File: src/rtl/mod_counter_seq_ctrl_if.sv
// Control/status bundle for the mod-N counter sequencer.
// master drives start/stop/pause/cfg_*; slave returns Q/tick/busy/done.
interface mod_counter_seq_ctrl_if #(
  parameter int CNT_W = 4,
  parameter int PER_W = 8
);
  logic             start;
  logic             stop;
  logic             pause;
  logic [CNT_W-1:0] cfg_limit;
  logic [PER_W-1:0] cfg_periods;
  logic [CNT_W-1:0] Q;
  logic             tick;
  logic             busy;
  logic             done;

  modport master (
    output start, stop, pause, cfg_limit, cfg_periods,
    input  Q, tick, busy, done
  );

  modport slave (
    input  start, stop, pause, cfg_limit, cfg_periods,
    output Q, tick, busy, done
  );
endinterface

File: src/rtl/mod_counter_seq_ctrl.sv
// Sequencer for a mod-N counter: arms, runs, pauses, aborts, completes.
// Ports: clk, rst (sync, active-high), bus (slave: cmds/cfg in, Q/tick/busy/done out).
module mod_counter_seq_ctrl #(
  parameter int N     = 10,
  parameter int CNT_W = $clog2(N),
  parameter int PER_W = 8
) (
  input  logic                  clk,
  input  logic                  rst,
  mod_counter_seq_ctrl_if.slave bus
);

  typedef enum logic [1:0] {
    IDLE = 2'd0,
    RUN  = 2'd1,
    HOLD = 2'd2,
    DONE = 2'd3
  } state_e;

  localparam logic [CNT_W-1:0] LIM_MAX = CNT_W'(N - 1);
  localparam logic [CNT_W:0]   N_EXT   = (CNT_W + 1)'(N);
  localparam logic [PER_W-1:0] WRAP_SAT = '1;

  state_e           state_q, state_d;
  logic [CNT_W-1:0] q_q, q_d;
  logic             tick_q, tick_d;
  logic [PER_W-1:0] wrap_q, wrap_d;
  logic [CNT_W-1:0] lim_q, lim_d;
  logic [PER_W-1:0] per_q, per_d;
  logic [CNT_W-1:0] lim_clamped;

  // Zero or out-of-range limit selects the full modulus.
  always_comb begin
    lim_clamped = bus.cfg_limit;
    if (bus.cfg_limit == '0 || {1'b0, bus.cfg_limit} >= N_EXT)
      lim_clamped = LIM_MAX;
  end

  always_ff @(posedge clk) begin
    if (rst) begin
      state_q <= IDLE;
      q_q     <= '0;
      tick_q  <= 1'b0;
      wrap_q  <= '0;
      lim_q   <= LIM_MAX;
      per_q   <= '0;
    end else begin
      state_q <= state_d;
      q_q     <= q_d;
      tick_q  <= tick_d;
      wrap_q  <= wrap_d;
      lim_q   <= lim_d;
      per_q   <= per_d;
    end
  end

  always_comb begin
    state_d = state_q;
    q_d     = q_q;
    tick_d  = 1'b0;
    wrap_d  = wrap_q;
    lim_d   = lim_q;
    per_d   = per_q;
    unique case (state_q)
      IDLE: begin
        q_d = '0;
        if (bus.start && !bus.stop) begin
          lim_d   = lim_clamped;
          per_d   = bus.cfg_periods;
          wrap_d  = '0;
          state_d = RUN;
        end
      end
      RUN: begin
        if (bus.stop) begin
          state_d = IDLE;
          q_d     = '0;
        end else if (bus.pause) begin
          state_d = HOLD;
        end else if (q_q != lim_q) begin
          q_d = q_q + CNT_W'(1);
        end else begin
          q_d    = '0;
          tick_d = 1'b1;
          // Saturate so a free-running count never rolls over.
          if (wrap_q != WRAP_SAT)
            wrap_d = wrap_q + PER_W'(1);
          if (per_q != '0 && wrap_q == per_q - PER_W'(1))
            state_d = DONE;
        end
      end
      HOLD: begin
        if (bus.stop) begin
          state_d = IDLE;
          q_d     = '0;
        end else if (!bus.pause) begin
          state_d = RUN;
        end
      end
      DONE: begin
        state_d = IDLE;
        q_d     = '0;
      end
      default: begin
        state_d = IDLE;
        q_d     = '0;
      end
    endcase
  end

  assign bus.Q    = q_q;
  assign bus.tick = tick_q;
  assign bus.busy = (state_q == RUN) || (state_q == HOLD);
  assign bus.done = (state_q == DONE);

endmodule

File: src/flat_wrapper.sv
// flat-port wrapper written by rule: the top's interface ports become plain ports
module mod_counter_seq_ctrl_flat 
#(
  parameter int N     = 10,
  parameter int CNT_W = $clog2(N),
  parameter int PER_W = 8
)
  (clk, rst, bus_start, bus_stop, bus_pause, bus_cfg_limit, bus_cfg_periods, bus_Q, bus_tick, bus_busy, bus_done);
  mod_counter_seq_ctrl_if #(.CNT_W(CNT_W), .PER_W(PER_W)) bus_i ();
  input  logic clk;
  input  logic rst;
  input wire logic [$bits(bus_i.start)-1:0] bus_start;
  input wire logic [$bits(bus_i.stop)-1:0] bus_stop;
  input wire logic [$bits(bus_i.pause)-1:0] bus_pause;
  input wire logic [$bits(bus_i.cfg_limit)-1:0] bus_cfg_limit;
  input wire logic [$bits(bus_i.cfg_periods)-1:0] bus_cfg_periods;
  output wire logic [$bits(bus_i.Q)-1:0] bus_Q;
  output wire logic [$bits(bus_i.tick)-1:0] bus_tick;
  output wire logic [$bits(bus_i.busy)-1:0] bus_busy;
  output wire logic [$bits(bus_i.done)-1:0] bus_done;
  assign bus_i.start = bus_start;
  assign bus_i.stop = bus_stop;
  assign bus_i.pause = bus_pause;
  assign bus_i.cfg_limit = bus_cfg_limit;
  assign bus_i.cfg_periods = bus_cfg_periods;
  assign bus_Q = bus_i.Q;
  assign bus_tick = bus_i.tick;
  assign bus_busy = bus_i.busy;
  assign bus_done = bus_i.done;
  mod_counter_seq_ctrl #(.N(N), .CNT_W(CNT_W), .PER_W(PER_W)) u_core (.clk(clk), .rst(rst), .bus(bus_i));
endmodule
File: config.mk
export PLATFORM = sky130hd
export DESIGN_NAME = mod_counter_seq_ctrl_flat
export DESIGN_NICKNAME = d
export VERILOG_FILES = /design/src/rtl/mod_counter_seq_ctrl_if.sv /design/src/rtl/mod_counter_seq_ctrl.sv /design/src/flat_wrapper.sv
export SDC_FILE = /design/constraint.sdc
export NUM_CORES = 1
export LEC_CHECK = 0
export BUFFER_PORTS_ARGS = -buffer_cell sky130_fd_sc_hd__buf_4
export CAP_MARGIN = 20
export CORE_ASPECT_RATIO = 1.2
export CORE_MARGIN = 4
export CORE_UTILIZATION = 40
export DETAILED_ROUTE_END_ITERATION = 7
export PLACE_DENSITY_LB_ADDON = 0.25
export SYNTH_ARGS = -nofsm -noshare
export SYNTH_HDL_FRONTEND = slang
export SYNTH_SLANG_ARGS = --single-unit
File: constraint.sdc
create_clock -name clk -period 3.65 [get_ports clk]
set_input_delay 0.365 -clock clk [delete_from_list [all_inputs] [get_ports clk]]
set_output_delay 0.365 -clock clk [all_outputs]
set_load 0.1 [all_outputs]
==> results.sh, run 1 <==
export IMPL_outcome="completed"
export IMPL_cts_setup_buffers=0
export IMPL_die_area_sq_um=5120
export IMPL_start_util=0.412
export IMPL_setup_viol=0
export IMPL_max_slew_margin=0.551
export IMPL_design_area_sq_um=1870
export IMPL_finClkSkew_ps=2.82
export IMPL_pin_count=24
export IMPL_pwr_share_clk=0.230
export IMPL_yosys_warnings=0
export IMPL_synth_area_sq_um=1610
export IMPL_ys_types=42
export IMPL_final_core_util=0.479
export IMPL_die_width_microns=66.0
export IMPL_place_ws_ps=1340
export IMPL_multi_input_area_sq_um=1010
export IMPL_start_kind="register"
export IMPL_io_buffer_count=23
export IMPL_ctsHoldBuffers=0
export IMPL_synth_edf_count=0
export IMPL_clk_path_buf_depth=2
export IMPL_final_cell_mix="29 x nand2_1, 27 x dfxtp_1, 23 x buf_4"
export IMPL_p_sw_mw=0.262
export IMPL_syn_to_final_growth_pct=16.2
export IMPL_vias=1475
export IMPL_p_leak_nw=0.708
export IMPL_synth_area_per_cell_sq_um=7.91
export IMPL_fin_setup_tns_ps=0
export IMPL_gp_congestion=0.785
export IMPL_wl_per_cell_microns=12.8
export IMPL_avgViaCountPerCell=5.29
export IMPL_p_sw_frac=0.355
export IMPL_grt_pass1_vias=1326
export IMPL_hold_path_class="input pin to register"
export IMPL_die_y_microns=77.6
export IMPL_cts_buffers=3
export IMPL_synthCells=204
export IMPL_register_area_sq_um=541
export IMPL_ant_nets=0
export IMPL_cp_slowest_cell="or4_1"
export IMPL_critical_path_max_fanout=16
export IMPL_ir_drop_mv=0.230
export IMPL_fmax_mhz=429
export IMPL_dr_pass1_iters=4
export IMPL_root_buffer="clkbuf_8"
export IMPL_dp_cells=275
export IMPL_cap_viol_max_count=0
export IMPL_grt_remaining_overflow=0
export IMPL_period_needed_ps=2330
export IMPL_setup_ws_ps=1320
export IMPL_crit_path_end_kind="register"
export IMPL_cts_reportedPaths_clkPinSlew_ps=90
export IMPL_cts_resized=0
export IMPL_core_area_sq_um=3910
export IMPL_worstPathCellList="inv_1, ha_1, mux2i_1, or3_1, o32a_4, or4_1, a21oi_1"
export IMPL_grt_max_degree=24
export IMPL_dp_hpwl_mm=2.70
export IMPL_layout_cells_non_filler=279
export IMPL_ys_ff_latch=27
export IMPL_drcViolationCount=0
export IMPL_arrival_ps=2540
export IMPL_yosysSeqAreaShare=0.335
export IMPL_final_common_cell="nand2_1"
export IMPL_htreeDepth=1
export IMPL_drtIter0Drc=65
export IMPL_slew_viol_final=0
export IMPL_num_fill_cells=402
export IMPL_final_nets=250
export IMPL_worstSetupPathType="register to register"
export IMPL_power_density_nw_per_um2=394
export IMPL_fin_crit_sh=0.639
export IMPL_internal_power_mw=0.477
export IMPL_power_total_mw=0.739
export IMPL_seq_power_share=0.446
export IMPL_synth_fp_nets=228
export IMPL_slowest_delay_ps=480
export IMPL_clkSinkCount=27
export IMPL_wirelength_mm=3.56
export IMPL_row_count=25
export IMPL_grt_use_total=0.140
export IMPL_dpl_cell_area_sq_um=1830
export IMPL_cts_tree="yes"
export IMPL_antenna_found_initial=0
export IMPL_antenna_cells=0
export IMPL_combPwrFrac=0.324
export IMPL_grt_first_pass_wirelength_mm=5.77
export IMPL_finalHoldViolations=0
export IMPL_clk_latency_ps=270
export IMPL_drive_gt1_frac=0.147
export IMPL_yosys_most_used_dff="dfxtp_1"
export IMPL_critPathRequiredTime_ps=3860
export IMPL_worst_pin_slew_ps=671
export IMPL_postSynth_asyncResetShare=0
export IMPL_rsz0062_at_grt="no"
export IMPL_fin_hold_ws_ps=335
==> flip-flops by register name, indices dropped and copies added, names as in the netlist <==
name,flops
u_core.bus.Q,4
u_core.state_q,2
u_core.lim_q,4
u_core.bus.tick,1
u_core.wrap_q,8
u_core.per_q,8
==> cell type report <==
type                       instances  area share
sequential                        27       0.288
tap                               54      0.0360
clock buffer                       3      0.0220
clock inverter                     1     0.00267
multi-input combinational        162       0.541
timing repair buffer              23      0.0921
inverter                           9      0.0180
==> power by group through the flow <==
stage	Sequential (mW)	Clock (mW)	Combinational (mW)
6_report	0.329	0.170	0.240
3_5_place_dp	0.336	0	0.240
2_1_floorplan	0.336	0	0.188
5_1_grt	0.332	0.188	0.261
4_1_cts	0.329	0.175	0.240
3_3_place_gp	0.335	0	0.236
==> kinds of logic after synthesis <==
logic type / count (synthesis) / synth area share
simple gates: 92 / 0.299
compound gates: 48 / 0.192
flops: 27 / 0.335
buf+inv: 15 / 0.0365
xor+xnor: 13 / 0.0706
fa+ha+maj: 7 / 0.0543
mux: 2 / 0.0124
==> critical path, delay by kind of cell, from the launching register on <==
| kind | cells | cell delay [ps] |
|---|---|---|
| flip-flops | 1 | 390 |
| AND/OR/NAND/NOR | 2 | 800 |
| AO/OA/AOI/OAI | 2 | 570 |
| multiplexers | 1 | 130 |
| adder cells (fa/ha/maj) | 1 | 270 |
| buffers and inverters | 1 | 100 |
==> cell usage after synthesis (all sizes together) (2+ instances only) <==
cell type / count / area (sq um)
ha: 7 / 87.6
a311oi: 2 / 17.5
nor2: 15 / 56.3
nand3b: 3 / 22.5
or2: 2 / 12.5
a21oi: 22 / 110
inv: 9 / 33.8
buf: 2 / 8.75
clkbuf: 4 / 16.3
xnor2: 7 / 61.3
nor4: 5 / 31.3
xor2: 6 / 52.6
nor3b: 3 / 22.5
nor3: 6 / 30.0
or3: 5 / 31.3
o21ai: 9 / 45.0
nor2b: 5 / 31.3
or4: 5 / 41.3
nand2b: 3 / 18.8
a22oi: 2 / 15.0
o31ai: 2 / 15.0
nand3: 4 / 20.0
o2111ai: 4 / 35.0
nand4: 2 / 12.5
nand2: 29 / 109
dfxtp: 27 / 541
mux2i: 2 / 20.0
==> routing by layer <==
| layer | vias up | routed length [microns] | track usage |
|---|---|---|---|
| li1 | 778 | - | - |
| met1 | 666 | 1640 | 0.171 |
| met2 | 21 | 1740 | 0.238 |
| met3 | 10 | 113 | 0.0260 |
| met4 | 0 | 75 | 0.0549 |
| met5 | - | 0 | 0 |
==> path summary, 6_finish.rpt <==
| kind | start | cells after the start | to | slack, ps |
|---|---|---|---|---|
| hold / removal | bus_pause | 2 | u_core.bus.tick | 340 |
| setup / recovery | u_core.state_q[0] | 7 | u_core.wrap_q[5] | 1320 |
| setup reg to reg | u_core.state_q[0] | 7 | u_core.wrap_q[5] | 1320 |
| hold reg to reg | u_core.per_q[7] | 2 | u_core.per_q[7] | 490 |
Note: power is estimated with default switching activity, not from simulation.
==> run 2: changes to the inputs <==
Clock period 3.65 ns to 2.3 ns, I/O delays scaled along.
==> results.sh, run 2 (synthesis results as in run 1) <==
export IMPL_ir_drop_mv=0.308
export IMPL_arrival_ps=2390
export IMPL_hold_path_class="input pin to register"
export IMPL_combPwrFrac=0.343
export IMPL_dr_pass1_iters=4
export IMPL_cp_slowest_cell="or4_1"
export IMPL_wirelength_mm=3.61
export IMPL_critPathRequiredTime_ps=2510
export IMPL_fin_setup_tns_ps=0
export IMPL_worst_pin_slew_ps=555
export IMPL_ctsHoldBuffers=0
export IMPL_pin_count=24
export IMPL_p_leak_nw=0.733
export IMPL_worstSetupPathType="register to register"
export IMPL_die_area_sq_um=5120
export IMPL_finClkSkew_ps=4.81
export IMPL_power_density_nw_per_um2=625
export IMPL_cts_buffers=3
export IMPL_root_buffer="clkbuf_8"
export IMPL_final_nets=255
export IMPL_antenna_found_initial=0
export IMPL_seq_power_share=0.430
export IMPL_grt_first_pass_wirelength_mm=6.12
export IMPL_row_count=25
export IMPL_outcome="completed"
export IMPL_clkSinkCount=27
export IMPL_max_slew_margin=0.627
export IMPL_grt_max_degree=24
export IMPL_die_width_microns=66.0
export IMPL_ant_nets=0
export IMPL_p_sw_mw=0.423
export IMPL_avgViaCountPerCell=5.36
export IMPL_dp_cells=280
export IMPL_period_needed_ps=2180
export IMPL_worstPathCellList="inv_1, ha_1, mux2i_1, or3_1, o32a_4, or4_1, a21oi_1"
export IMPL_htreeDepth=1
export IMPL_layout_cells_non_filler=284
export IMPL_slowest_delay_ps=480
export IMPL_drcViolationCount=0
export IMPL_grt_pass1_vias=1392
export IMPL_critical_path_max_fanout=16
export IMPL_cts_resized=0
export IMPL_start_util=0.412
export IMPL_p_sw_frac=0.352
export IMPL_pwr_share_clk=0.227
export IMPL_vias=1522
export IMPL_antenna_cells=0
export IMPL_gp_congestion=0.793
export IMPL_num_fill_cells=383
export IMPL_internal_power_mw=0.780
export IMPL_finalHoldViolations=0
export IMPL_cp_num_buf_inv=1
export IMPL_syn_to_final_growth_pct=19.3
export IMPL_drtIter0Drc=54
export IMPL_io_buffer_count=23
export IMPL_wl_per_cell_microns=12.7
export IMPL_slew_viol_final=0
export IMPL_grt_use_total=0.151
export IMPL_cap_viol_max_count=0
export IMPL_start_kind="register"
export IMPL_final_common_cell="nand2_1"
export IMPL_cts_tree="yes"
export IMPL_path_delay_family="simple AND/OR/NAND/NOR gates"
export IMPL_fin_crit_sh=0.947
export IMPL_rsz0062_at_grt="no"
export IMPL_drive_gt1_frac=0.183
export IMPL_fmax_mhz=459
export IMPL_grt_remaining_overflow=0
export IMPL_reg_top3="u_core.per_q: 8 flops, u_core.wrap_q: 8 flops"
export IMPL_final_cell_mix="29 x nand2_1, 28 x buf_4, 22 x a21oi_1, 22 x dfxtp_1, 15 x nor2_1"
export IMPL_crit_path_end_kind="register"
export IMPL_cts_reportedPaths_clkPinSlew_ps=90
export IMPL_clk_path_buf_depth=2
export IMPL_dp_hpwl_mm=2.69
export IMPL_die_y_microns=77.6
export IMPL_core_area_sq_um=3910
export IMPL_cts_setup_buffers=0
export IMPL_clk_latency_ps=270
export IMPL_setup_viol=0
## run 2: cell count changes in the layout (fill, tap and decap cells not counted), sizes merged
cell	delta
buf	+5
clkinv	-1
clkbuf	+1
## run 2: worst register-to-register path: cells and delay by family (launching register included)
kind / cells / cell delay, ps
AND/OR/NAND/NOR: 2 / 790
AO/OA/AOI/OAI: 2 / 570
flip-flops: 1 / 360
adder cells (fa/ha/maj): 1 / 210
multiplexers: 1 / 120
buffers and inverters: 1 / 70
## run 2: worst paths after layout
kind / start / slack [ps] / to / cells past startpoint
min reg2reg: u_core.per_q[7] / 480 / u_core.per_q[7] / 2
max reg2reg: u_core.state_q[1] / 120 / u_core.wrap_q[5] / 7
min: bus_pause / 190 / u_core.bus.tick / 2
max: u_core.state_q[1] / 120 / u_core.wrap_q[5] / 7
## run 2: layout make-up
class                   instances  area, sq um  area share
repair buffers                 28          210       0.109
clock buffers                   4         45.0      0.0234
inverters                       9         33.8      0.0176
flip-flops and latches         27          554       0.288
multi-input cells             162         1010       0.527
well taps                      54         67.6      0.0351
## run 2: power by group through the flow
| stage | logic [mW] | clock network (mW) | registers, mW |
|---|---|---|---|
| final | 0.413 | 0.273 | 0.517 |
| after floorplan | 0.299 | 0 | 0.530 |
| after detailed placement | 0.414 | 0 | 0.527 |
| after global routing | 0.458 | 0.304 | 0.522 |
| after CTS | 0.415 | 0.284 | 0.516 |
| after global placement | 0.410 | 0 | 0.527 |
## run 2: metrics by stage
step | hold slack (ps) | util | total power, mW | area, sq um | setup WS [ps]
2_1_floorplan | 307 | - | 0.829 | 1630 | 51.1
3_3_place_gp | 469 | 0.480 | 0.936 | 1880 | 137
3_5_place_dp | 470 | 0.480 | 0.941 | 1880 | 111
4_1_cts | 176 | 0.492 | 1.22 | 1920 | 77.3
5_1_grt | 180 | 0.492 | 1.28 | 1920 | 3.54
6_report | 192 | 0.492 | 1.20 | 1920 | 121
## run 2: routing by layer
layer  vias up  global-route usage  wire length [microns]  part of all wire
met3         6              0.0246                    161             0.045
met2        37               0.247                   1780              0.49
li1        786                   -                      -                 -
met1       693               0.188                   1580              0.44
met4         0              0.0752                     76             0.021
met5         -                   0                      0                 0
